<file path="src/rtl/axi_hp_wr_pkg.sv">
// Shared AXI3 write-channel widths, response codes and the AW control payload
// used by the HP write throttle and its skid buffer.
package axi_hp_wr_pkg;

    localparam int LEN_W   = 4;
    localparam int SIZE_W  = 3;
    localparam int BURST_W = 2;
    localparam int PROT_W  = 3;
    localparam int CACHE_W = 4;
    localparam int RESP_W  = 2;

    localparam logic [RESP_W-1:0] RESP_OKAY   = 2'b00;
    localparam logic [RESP_W-1:0] RESP_EXOKAY = 2'b01;
    localparam logic [RESP_W-1:0] RESP_SLVERR = 2'b10;
    localparam logic [RESP_W-1:0] RESP_DECERR = 2'b11;

    // Address is kept outside the struct so its width can follow ADDR_WIDTH.
    typedef struct packed {
        logic [LEN_W-1:0]   len;
        logic [SIZE_W-1:0]  size;
        logic [BURST_W-1:0] burst;
        logic [PROT_W-1:0]  prot;
        logic [CACHE_W-1:0] cache;
    } aw_ctrl_t;

    localparam int AW_CTRL_W = $bits(aw_ctrl_t);

    // EXOKAY counts as an error: the DMA never issues exclusive writes.
    function automatic logic resp_is_err(input logic [RESP_W-1:0] resp);
        return (resp == RESP_SLVERR) || (resp == RESP_DECERR) || (resp == RESP_EXOKAY);
    endfunction

endpackage

</file>
<file path="src/rtl/axi_skid_buf.sv">
// Two-entry valid/ready skid buffer (main + overflow register).
// Latency: 1 cycle from input handshake to out_vld; full throughput.
// Backpressure: in_rdy is a flop equal to "overflow empty"; 0 during reset.
module axi_skid_buf #(
    parameter int WIDTH = 8
) (
    input  logic             clk,
    input  logic             rst_n,
    input  logic [WIDTH-1:0] in_dat,
    input  logic             in_vld,
    output logic             in_rdy,
    output logic [WIDTH-1:0] out_dat,
    output logic             out_vld,
    input  logic             out_rdy
);

    logic             main_vld;
    logic             ovf_vld;
    logic [WIDTH-1:0] main_dat;
    logic [WIDTH-1:0] ovf_dat;
    logic             push;
    logic             pop;

    assign push    = in_vld & in_rdy;
    assign pop     = main_vld & out_rdy;
    assign out_vld = main_vld;
    assign out_dat = main_dat;

    always_ff @(posedge clk) begin
        if (!rst_n) begin
            main_vld <= 1'b0;
            ovf_vld  <= 1'b0;
            in_rdy   <= 1'b0;
            main_dat <= '0;
            ovf_dat  <= '0;
        end else if (pop || !main_vld) begin
            // Main slot frees up: refill from overflow first to keep ordering.
            in_rdy <= 1'b1;
            if (ovf_vld) begin
                main_vld <= 1'b1;
                main_dat <= ovf_dat;
                ovf_vld  <= 1'b0;
            end else begin
                main_vld <= push;
                if (push) begin
                    main_dat <= in_dat;
                end
            end
        end else if (push) begin
            ovf_vld <= 1'b1;
            ovf_dat <= in_dat;
            in_rdy  <= 1'b0;
        end else begin
            in_rdy <= !ovf_vld;
        end
    end

endmodule

</file>
<file path="src/rtl/axi_hp_wr_throttle.sv">
// AXI3 HP0 write throttle: caps outstanding bursts, gates W behind issued AW.
// Latency: AW 1 cycle (skid buffer); W and B combinational pass-through.
// Backpressure: AW held at MAX_OUTSTANDING; W blocked with no burst credit.
// Optional stat_bursts/stat_beats counters: define AXI_HP_WR_THROTTLE_STATS_EN.
module axi_hp_wr_throttle
    import axi_hp_wr_pkg::*;
#(
    parameter int ADDR_WIDTH      = 32,
    parameter int DATA_WIDTH      = 64,
    parameter int MAX_OUTSTANDING = 4
) (
    input  logic                    axi_aclk,
    input  logic                    axi_aresetn,
    input  logic [ADDR_WIDTH-1:0]   s_axi_awaddr,
    input  logic [LEN_W-1:0]        s_axi_awlen,
    input  logic [SIZE_W-1:0]       s_axi_awsize,
    input  logic [BURST_W-1:0]      s_axi_awburst,
    input  logic [PROT_W-1:0]       s_axi_awprot,
    input  logic [CACHE_W-1:0]      s_axi_awcache,
    input  logic                    s_axi_awvalid,
    output logic                    s_axi_awready,
    input  logic [DATA_WIDTH-1:0]   s_axi_wdata,
    input  logic [DATA_WIDTH/8-1:0] s_axi_wstrb,
    input  logic                    s_axi_wlast,
    input  logic                    s_axi_wvalid,
    output logic                    s_axi_wready,
    output logic                    s_axi_bvalid,
    output logic [RESP_W-1:0]       s_axi_bresp,
    input  logic                    s_axi_bready,
    output logic [ADDR_WIDTH-1:0]   m_axi_awaddr,
    output logic [LEN_W-1:0]        m_axi_awlen,
    output logic [SIZE_W-1:0]       m_axi_awsize,
    output logic [BURST_W-1:0]      m_axi_awburst,
    output logic [PROT_W-1:0]       m_axi_awprot,
    output logic [CACHE_W-1:0]      m_axi_awcache,
    output logic                    m_axi_awvalid,
    input  logic                    m_axi_awready,
    output logic [DATA_WIDTH-1:0]   m_axi_wdata,
    output logic [DATA_WIDTH/8-1:0] m_axi_wstrb,
    output logic                    m_axi_wlast,
    output logic                    m_axi_wvalid,
    input  logic                    m_axi_wready,
    input  logic                    m_axi_bvalid,
    input  logic [RESP_W-1:0]       m_axi_bresp,
    output logic                    m_axi_bready,
    output logic [3:0]              outstanding,
    output logic                    err_sticky,
    input  logic                    err_clear
`ifdef AXI_HP_WR_THROTTLE_STATS_EN
    ,
    output logic [31:0]             stat_bursts,
    output logic [31:0]             stat_beats
`endif
);

    localparam logic [3:0] MAX_OS = 4'(MAX_OUTSTANDING);

    aw_ctrl_t                        s_ctrl;
    aw_ctrl_t                        m_ctrl;
    logic [ADDR_WIDTH+AW_CTRL_W-1:0] skid_in;
    logic [ADDR_WIDTH+AW_CTRL_W-1:0] skid_out;
    logic                            skid_vld;
    logic                            skid_rdy;
    logic                            aw_allow;
    logic                            aw_hs;
    logic                            w_hs;
    logic                            w_last_hs;
    logic                            b_hs;
    logic                            credit_ok;
    logic [3:0]                      credit;

    assign s_ctrl.len   = s_axi_awlen;
    assign s_ctrl.size  = s_axi_awsize;
    assign s_ctrl.burst = s_axi_awburst;
    assign s_ctrl.prot  = s_axi_awprot;
    assign s_ctrl.cache = s_axi_awcache;
    assign skid_in      = {s_axi_awaddr, s_ctrl};

    axi_skid_buf #(
        .WIDTH (ADDR_WIDTH + AW_CTRL_W)
    ) u_aw_skid (
        .clk     (axi_aclk),
        .rst_n   (axi_aresetn),
        .in_dat  (skid_in),
        .in_vld  (s_axi_awvalid),
        .in_rdy  (s_axi_awready),
        .out_dat (skid_out),
        .out_vld (skid_vld),
        .out_rdy (skid_rdy)
    );

    assign {m_axi_awaddr, m_ctrl} = skid_out;
    assign m_axi_awlen   = m_ctrl.len;
    assign m_axi_awsize  = m_ctrl.size;
    assign m_axi_awburst = m_ctrl.burst;
    assign m_axi_awprot  = m_ctrl.prot;
    assign m_axi_awcache = m_ctrl.cache;

    assign aw_allow      = outstanding < MAX_OS;
    assign m_axi_awvalid = skid_vld & aw_allow;
    assign skid_rdy      = m_axi_awready & aw_allow;
    assign aw_hs         = m_axi_awvalid & m_axi_awready;

    // Credit counts bursts whose address is downstream but whose last beat is not.
    assign credit_ok    = credit != 4'd0;
    assign m_axi_wvalid = s_axi_wvalid & credit_ok;
    assign s_axi_wready = m_axi_wready & credit_ok;
    assign m_axi_wdata  = s_axi_wdata;
    assign m_axi_wstrb  = s_axi_wstrb;
    assign m_axi_wlast  = s_axi_wlast;
    assign w_hs         = m_axi_wvalid & m_axi_wready;
    assign w_last_hs    = w_hs & s_axi_wlast;

    assign s_axi_bvalid = m_axi_bvalid;
    assign s_axi_bresp  = m_axi_bresp;
    assign m_axi_bready = s_axi_bready;
    assign b_hs         = m_axi_bvalid & s_axi_bready;

    always_ff @(posedge axi_aclk) begin
        if (!axi_aresetn) begin
            outstanding <= 4'd0;
            credit      <= 4'd0;
            err_sticky  <= 1'b0;
        end else begin
            if (aw_hs && !b_hs) begin
                outstanding <= outstanding + 4'd1;
            end else if (!aw_hs && b_hs && outstanding != 4'd0) begin
                outstanding <= outstanding - 4'd1;
            end

            if (aw_hs && !w_last_hs) begin
                credit <= credit + 4'd1;
            end else if (!aw_hs && w_last_hs) begin
                credit <= credit - 4'd1;
            end

            if (b_hs && resp_is_err(m_axi_bresp)) begin
                err_sticky <= 1'b1;
            end else if (err_clear) begin
                err_sticky <= 1'b0;
            end
        end
    end

    a_no_b_underflow: assert property (@(posedge axi_aclk) disable iff (!axi_aresetn)
        !(b_hs && outstanding == 4'd0));

`ifdef AXI_HP_WR_THROTTLE_STATS_EN
    always_ff @(posedge axi_aclk) begin
        if (!axi_aresetn || err_clear) begin
            stat_bursts <= 32'd0;
            stat_beats  <= 32'd0;
        end else begin
            if (b_hs) begin
                stat_bursts <= stat_bursts + 32'd1;
            end
            if (w_hs) begin
                stat_beats <= stat_beats + 32'd1;
            end
        end
    end
`endif

endmodule

</file>
<file path="config.mk">
export PLATFORM = sky130hd
export DESIGN_NAME = axi_hp_wr_throttle
export DESIGN_NICKNAME = d
export VERILOG_FILES = /design/src/rtl/axi_hp_wr_pkg.sv /design/src/rtl/axi_skid_buf.sv /design/src/rtl/axi_hp_wr_throttle.sv
export SDC_FILE = /design/constraint.sdc
export NUM_CORES = 1
export LEC_CHECK = 0
export BUFFER_PORTS_ARGS = -buffer_cell sky130_fd_sc_hd__buf_2
export CAP_MARGIN = 10
export CORE_AREA = 2 2 107 109
export DETAILED_ROUTE_END_ITERATION = 6
export DIE_AREA = 0 0 109 111
export PLACE_DENSITY = 0.84
export SYNTH_ARGS = -nofsm -noshare
export SYNTH_HDL_FRONTEND = slang
export SYNTH_SLANG_ARGS = --single-unit
</file>
<file path="constraint.sdc">
create_clock -name axi_aclk -period 4.6 [get_ports axi_aclk]
set_input_delay 0.46 -clock axi_aclk [delete_from_list [all_inputs] [get_ports axi_aclk]]
set_output_delay 0.46 -clock axi_aclk [all_outputs]
set_load 0.01 [all_outputs]
</file>
* Word-level counts from Yosys, hierarchy flattened
Cells that the tools add are included.
** Storage, ports and cells
- Word-level logic and storage cells :: 62
- Flip-flop bits (word level) :: 108
- Output and inout port bits :: 134
** Operators by class
- Add/sub/neg operators :: 4
- Reductions and logical operators :: 23
- Equality and inequality tests :: 3
- Order comparisons :: 1
- Bitwise gates (word level) :: 12
- Muxes and demuxes :: 11
** Operators with widths (count)
- 2-to-1 mux 48 bit :: 2
- 2-to-1 mux 4 bit :: 4
- AND 1 bit :: 10
- adder 4 x 1 -> 4 bit (second input constant) :: 2
- nonzero test 2 bit :: 4
- nonzero test 4 bit :: 2
- subtractor 4 x 1 -> 4 bit (second input constant) :: 2
- logical AND 1 bit :: 6
- logical NOT 1 bit :: 5
- 2-to-1 mux 1 bit :: 5
- == test 2 bit (second input constant) :: 2
- < comparator 4 x 3 -> 1 bit (second input constant) :: 1
- AND reduction 2 bit :: 2
- logical OR 1 bit :: 3
- == test 2 x 1 -> 1 bit (second input constant) :: 1
- NOT 1 bit :: 2
- OR reduction 2 bit :: 1

* Longest topological paths before layout
- Depth in word-level cells :: 8
- Depth in mapped cells :: 10
- Depth with buffers taken out :: 10

* By module
A second synthesis with hierarchy kept.
** Second synthesis, totals
- Cell total of the unflattened synthesis :: 584
- Area total of the unflattened synthesis :: 5387.7 sq um
** Modules (own cells, without submodules)
- axi_skid_buf :: area each 4182.8 sq um, times used 1, sequential area each 1981.9 sq um, cells an instance 439
- axi_hp_wr_throttle :: area each 1204.9 sq um, times used 1, sequential area each 180.2 sq um, cells an instance 145

* Least setup slack after synthesis
Ideal clock, no wire load.
- Path type :: input to register
- From :: in m_axi_awready
- To :: reg outstanding[3]
- Stages on the path :: 8
- Data arrival time :: 2.145 ns
- Setup time :: 0.106 ns
- Setup slack :: 2.349 ns
- Cell sequence :: nor4bb_4 and2_0 inv_1 ha_1 a21oi_1 nand2_1 or4_1 o311ai_0
** Between the ends
- Word-level cells in the longest chain between the ends :: 5
- Elaborated cells on any way between the ends :: 7
- Those cells by class :: mux (1); bitwise (1); reduce/logical (5)
** Ends and longest elaborated chain
- start: declaration :: line axi_hp_wr_throttle.sv:37 : input logic m_axi_awready,
- AND 1 bit (*) :: line axi_hp_wr_throttle.sv:102 : assign aw_hs = m_axi_awvalid & m_axi_awready;
- logical NOT 1 bit :: line axi_hp_wr_throttle.sv:127 : end else if (!aw_hs && b_hs && outstanding != 4'd0) begin
- logical AND 1 bit (2 in a row) :: line axi_hp_wr_throttle.sv:127
- nonzero test 2 bit (no source line)
- end signal: assignment :: line axi_hp_wr_throttle.sv:126 : outstanding <= outstanding + 4'd1;
- end signal: assignment :: line axi_hp_wr_throttle.sv:128 : outstanding <= outstanding - 4'd1;
- end: declaration :: line axi_hp_wr_throttle.sv:46 : output logic [3:0] outstanding,
Every way passes the cells marked *; elsewhere a longest branch is shown, timed or not.
A chain may end at the register's enable or synchronous reset.

* Worst setup path after layout
- From :: reg outstanding[3]
- To :: reg outstanding[3]
** Between the ends
- Word-level cells in the longest chain between the ends :: 7
- Elaborated cells on any way between the ends :: 13
- Those cells by class :: add/sub (2); order compare (1); mux (2); bitwise (2); reduce/logical (6)
** Ends and longest elaborated chain
- < comparator 4 x 3 -> 1 bit :: line axi_hp_wr_throttle.sv:99 : assign aw_allow = outstanding < MAX_OS;
- AND 1 bit :: line axi_hp_wr_throttle.sv:100 : assign m_axi_awvalid = skid_vld & aw_allow;
- AND 1 bit :: line axi_hp_wr_throttle.sv:102
- logical NOT 1 bit :: line axi_hp_wr_throttle.sv:127
- logical AND 1 bit (2 in a row) :: line axi_hp_wr_throttle.sv:127
- nonzero test 2 bit (no source line)
Several ways; a longest one is shown, not always the timed one. The select of a mux whose other input is x is not followed.

==> summary.md <==
| Metric | Value |
|---|---|
| Status | finished clean |
| Power density over the cells | 399 nW/um2 |
| Critical path arrival | 2.75 ns |
| Max Fclk | 0.399 GHz |
| Register area share after synthesis | 0.405 |
| Share of cells above drive strength 1 | 0.321 |
| TritonRoute pass-1 iters | 7 |
| Critical path launch point type | register |
| Clock tree buffer depth | 2 |
| Largest family of logic cells by synthesized area | compound AO/OA/AOI/OAI gates |
| Worst-path maximum fanout | 8 |
| Final ANT Viol Nets | 0 |
| Post-synthesis register bit count | 108 |
| Critical path data required time | 4.84 ns |
| Die footprint | 12100 um2 |
| Root buf cell | clkbuf_16 |
| Gate power share | 0.159 |
| Yosys warns | 0 |
| Setup Buffers After CTS | 0 |
| Post-synthesis cell count | 578 |
| FF-to-FF Start | outstanding[3] |
| Async SR Flop Fraction | 0 |
| CTS buffer count | 9 |
| First-pass GRT wire length | 17900 um |
| Sink Count | 108 |
| Synth Area in XOR/XNOR | 0.00492 |
| Routed len/inst | 14.9 um |
| Die Span Y | 111 um |
| Remaining global-route overflow | 0 |
| Vias | 3947 |
| Relative slew slack | 0.342 |
| Post-synthesis net count | 717 |
| DR vias/cell | 5.28 |
| Compound-Gate Fraction of Synth Area | 0.178 |
| Pint | 0.00168 W |
| Power Total | 0.00226 W |
| TritonCTS clock tree | built |
| Tmin final | 2.51 ns |
| Largest net degree at the start of global routing | 57 |
| Portion of netlist area occupied by mux cells | 0.0938 |
| DP HPWL | 7870 um |
| Worst reg2reg endpoint | outstanding[3] |
| Crit Path Class | register to register |
| Total track usage | 0.185 |
| Nets | 739 |
| Antenna violations before repair | 0 |
| Hold Slack | 0.358 ns |
| GRT met1 Usage | 0.203 |
| Post-synthesis simple-gate area fraction | 0.141 |
| GP Congestion | 0.782 |
| Clk_lat worst skew | 0.35 ns |
| RSZ-0062 raised after global routing | no |
| Die Width | 109 um |
| Proportion of power drawn by the clock network | 0.382 |
| Cts hold-fix bufs | 0 |
| Syn_area_per_cell | 9.23 um2 |
| Final instance area | 5670 um2 |
| Final Max Tran Viols | 0 |
| Sw Ratio | 0.258 |
| Number of port buffers | 121 |
| Residual DRC | 0 |
| Final Hold Vio Count | 0 |
| Initial core utilization | 0.482 |
| Hold depth | 3 |
| Reg2reg setup slack | 2.09 ns |
| Switching pwr | 0.000582 W |
| Leakage power | 2.11 nW |
| Final setup skew | 0.0100 ns |
| Syn Std Cell Area | 5340 um2 |
| Vias in the first global route | 3866 |
| Peak VDD IR | 0.000198 V |
| Met3 usage | 0.0694 |
| Post-Place Cell Area | 5330 um2 |
| Post-synth EDFFs | 0 |
| Synth Area in Adders | 0.0192 |
| Synth cell types | 35 |
| ANT cells | 0 |
| Worst slew pin tran | 0.987 ns |
| Area added between synthesis and finish | 6.19% |
| Total core area | 11100 um2 |
| Ys flop type | dfxtp_1 |
| Tcrit/Tclk final | 0.545 |
| Fill count | 961 |
| Num rows | 39 |
| H-tree levels | 3 |
| Total of max-cap violations | 0 |
| M2 GR Usage | 0.317 |
| Worst R2R Path Depth | 8 |
| CTS clk-pin slew, worst paths | 0.07 ns |
| Num ports | 266 |
| Min-delay src | s_axi_awprot[1] |
| Seq pwr share | 0.459 |
| Busiest layer in global routing | met2 |
| Critical path endpoint category | register |
| Hold endpoint | u_aw_skid.ovf_dat[5] |
| Hold crit path type | input port to register |
| Cts repair resizes | 0 |
| Final wirelength | 11200 um |
| Setup TNS | 0 ns |
| Count of final setup violators | 0 |
| 1st-iter DRT viols | 208 |
## metrics by stage
stage          setup slack [ns]   util  instances
2_1_floorplan              2.35      -        578
3_3_place_gp               2.15  0.481        732
3_5_place_dp               2.01  0.481        732
4_1_cts                    2.14  0.512        748
5_1_grt                    1.94  0.512        748
6_report                   2.09  0.512        748
## final cells by class
| class | count | area [um2] | share of cell area |
|---|---|---|---|
| Clock buffer | 12 | 236 | 0.0417 |
| Clock inverter | 4 | 97.6 | 0.0172 |
| Inverter | 3 | 13.8 | 0.00243 |
| Multi-Input combinational cell | 352 | 2330 | 0.412 |
| Sequential cell | 108 | 2160 | 0.382 |
| Tap cell | 143 | 179 | 0.0316 |
| Timing Repair Buffer | 126 | 643 | 0.113 |
## placed cells by master, fill, tap and decap left out, types with 2 or more instances in the layout
| master | instances |
|---|---|
| nor2b_1 | 2 |
| bufinv_16 | 3 |
| a211oi_2 | 48 |
| clkbuf_1 | 3 |
| nand2b_1 | 2 |
| nor2_1 | 55 |
| ha_1 | 5 |
| o21ai_0 | 3 |
| nor4_1 | 2 |
| nor3_1 | 3 |
| buf_4 | 5 |
| o211ai_1 | 2 |
| inv_1 | 2 |
| mux2i_1 | 50 |
| nor3b_1 | 2 |
| a21oi_1 | 56 |
| nand2_1 | 102 |
| fa_1 | 2 |
| clkbuf_16 | 9 |
| xor2_1 | 2 |
| dfxtp_1 | 107 |
| buf_2 | 121 |
| nand3_1 | 4 |
## state kept, by name (all words and copies together), names as in the netlist
| signal | cells |
|---|---|
| u_aw_skid.out_dat | 48 |
| u_aw_skid.ovf_dat | 48 |
| credit | 4 |
| outstanding | 4 |
| err_sticky | 1 |
| u_aw_skid.in_rdy | 1 |
| u_aw_skid.out_vld | 1 |
| u_aw_skid.ovf_vld | 1 |
## Yosys cell counts, drive strengths merged (3+ instances only)
| library cell | number | area (um2) |
|---|---|---|
| nor2 | 55 | 206 |
| nand2 | 102 | 383 |
| dfxtp | 108 | 2160 |
| inv | 3 | 11.3 |
| nor3 | 3 | 15.0 |
| o21ai | 3 | 15.0 |
| a211oi | 49 | 608 |
| buf | 98 | 766 |
| mux2i | 50 | 500 |
| ha | 5 | 62.6 |
| a21oi | 57 | 297 |
| nand3 | 4 | 20.0 |
| clkbuf | 17 | 63.8 |
## worst max-delay path by stage
stage | startpoint | endpoint | slack [ns] | cells after the start
after floorplan | m_axi_awready | outstanding[3] | 2.35 | 8
after global placement | m_axi_awready | outstanding[3] | 2.15 | 9
after detailed placement | m_axi_awready | outstanding[3] | 2.01 | 9
after CTS | outstanding[3] | outstanding[3] | 2.14 | 8
after global routing | outstanding[3] | outstanding[3] | 1.94 | 8
final | outstanding[3] | outstanding[3] | 2.09 | 8
## cell families (layout without fill, tap and decap cells)
logic type / after synthesis / count (layout)
and+or+nand+nor: 179 / 179
buffers and inverters: 118 / 145
AOI/OAI and AO/OA: 113 / 113
DFF: 108 / 108
muxes: 50 / 50
adders and majority gates: 7 / 7
xor gates and xnor gates: 3 / 3
## power by group through the flow
stage / registers (W) / logic [W] / clock network [W]
after floorplan: 0.00107 / 0.000298 / 0
after global placement: 0.00105 / 0.000344 / 0
after detailed placement: 0.00106 / 0.000360 / 0
after CTS: 0.00104 / 0.000361 / 0.000889
after global routing: 0.00104 / 0.000396 / 0.000922
final: 0.00104 / 0.000358 / 0.000864
## critical path, cell delays in order (launching register included)
cell	delay [ns]
dfxtp_1	0.40
nor4bb_4	0.40
and2_0	0.32
inv_1	0.15
ha_1	0.35
a21oi_1	0.16
nand2_1	0.10
or4_1	0.40
o311ai_0	0.10
## metal layers
layer,part of all wire,routed length (um)
met2,0.50,5540
met5,0,0
met3,0.086,965
met1,0.40,4440
met4,0.020,223
Power figures use the tool's default switching activity.
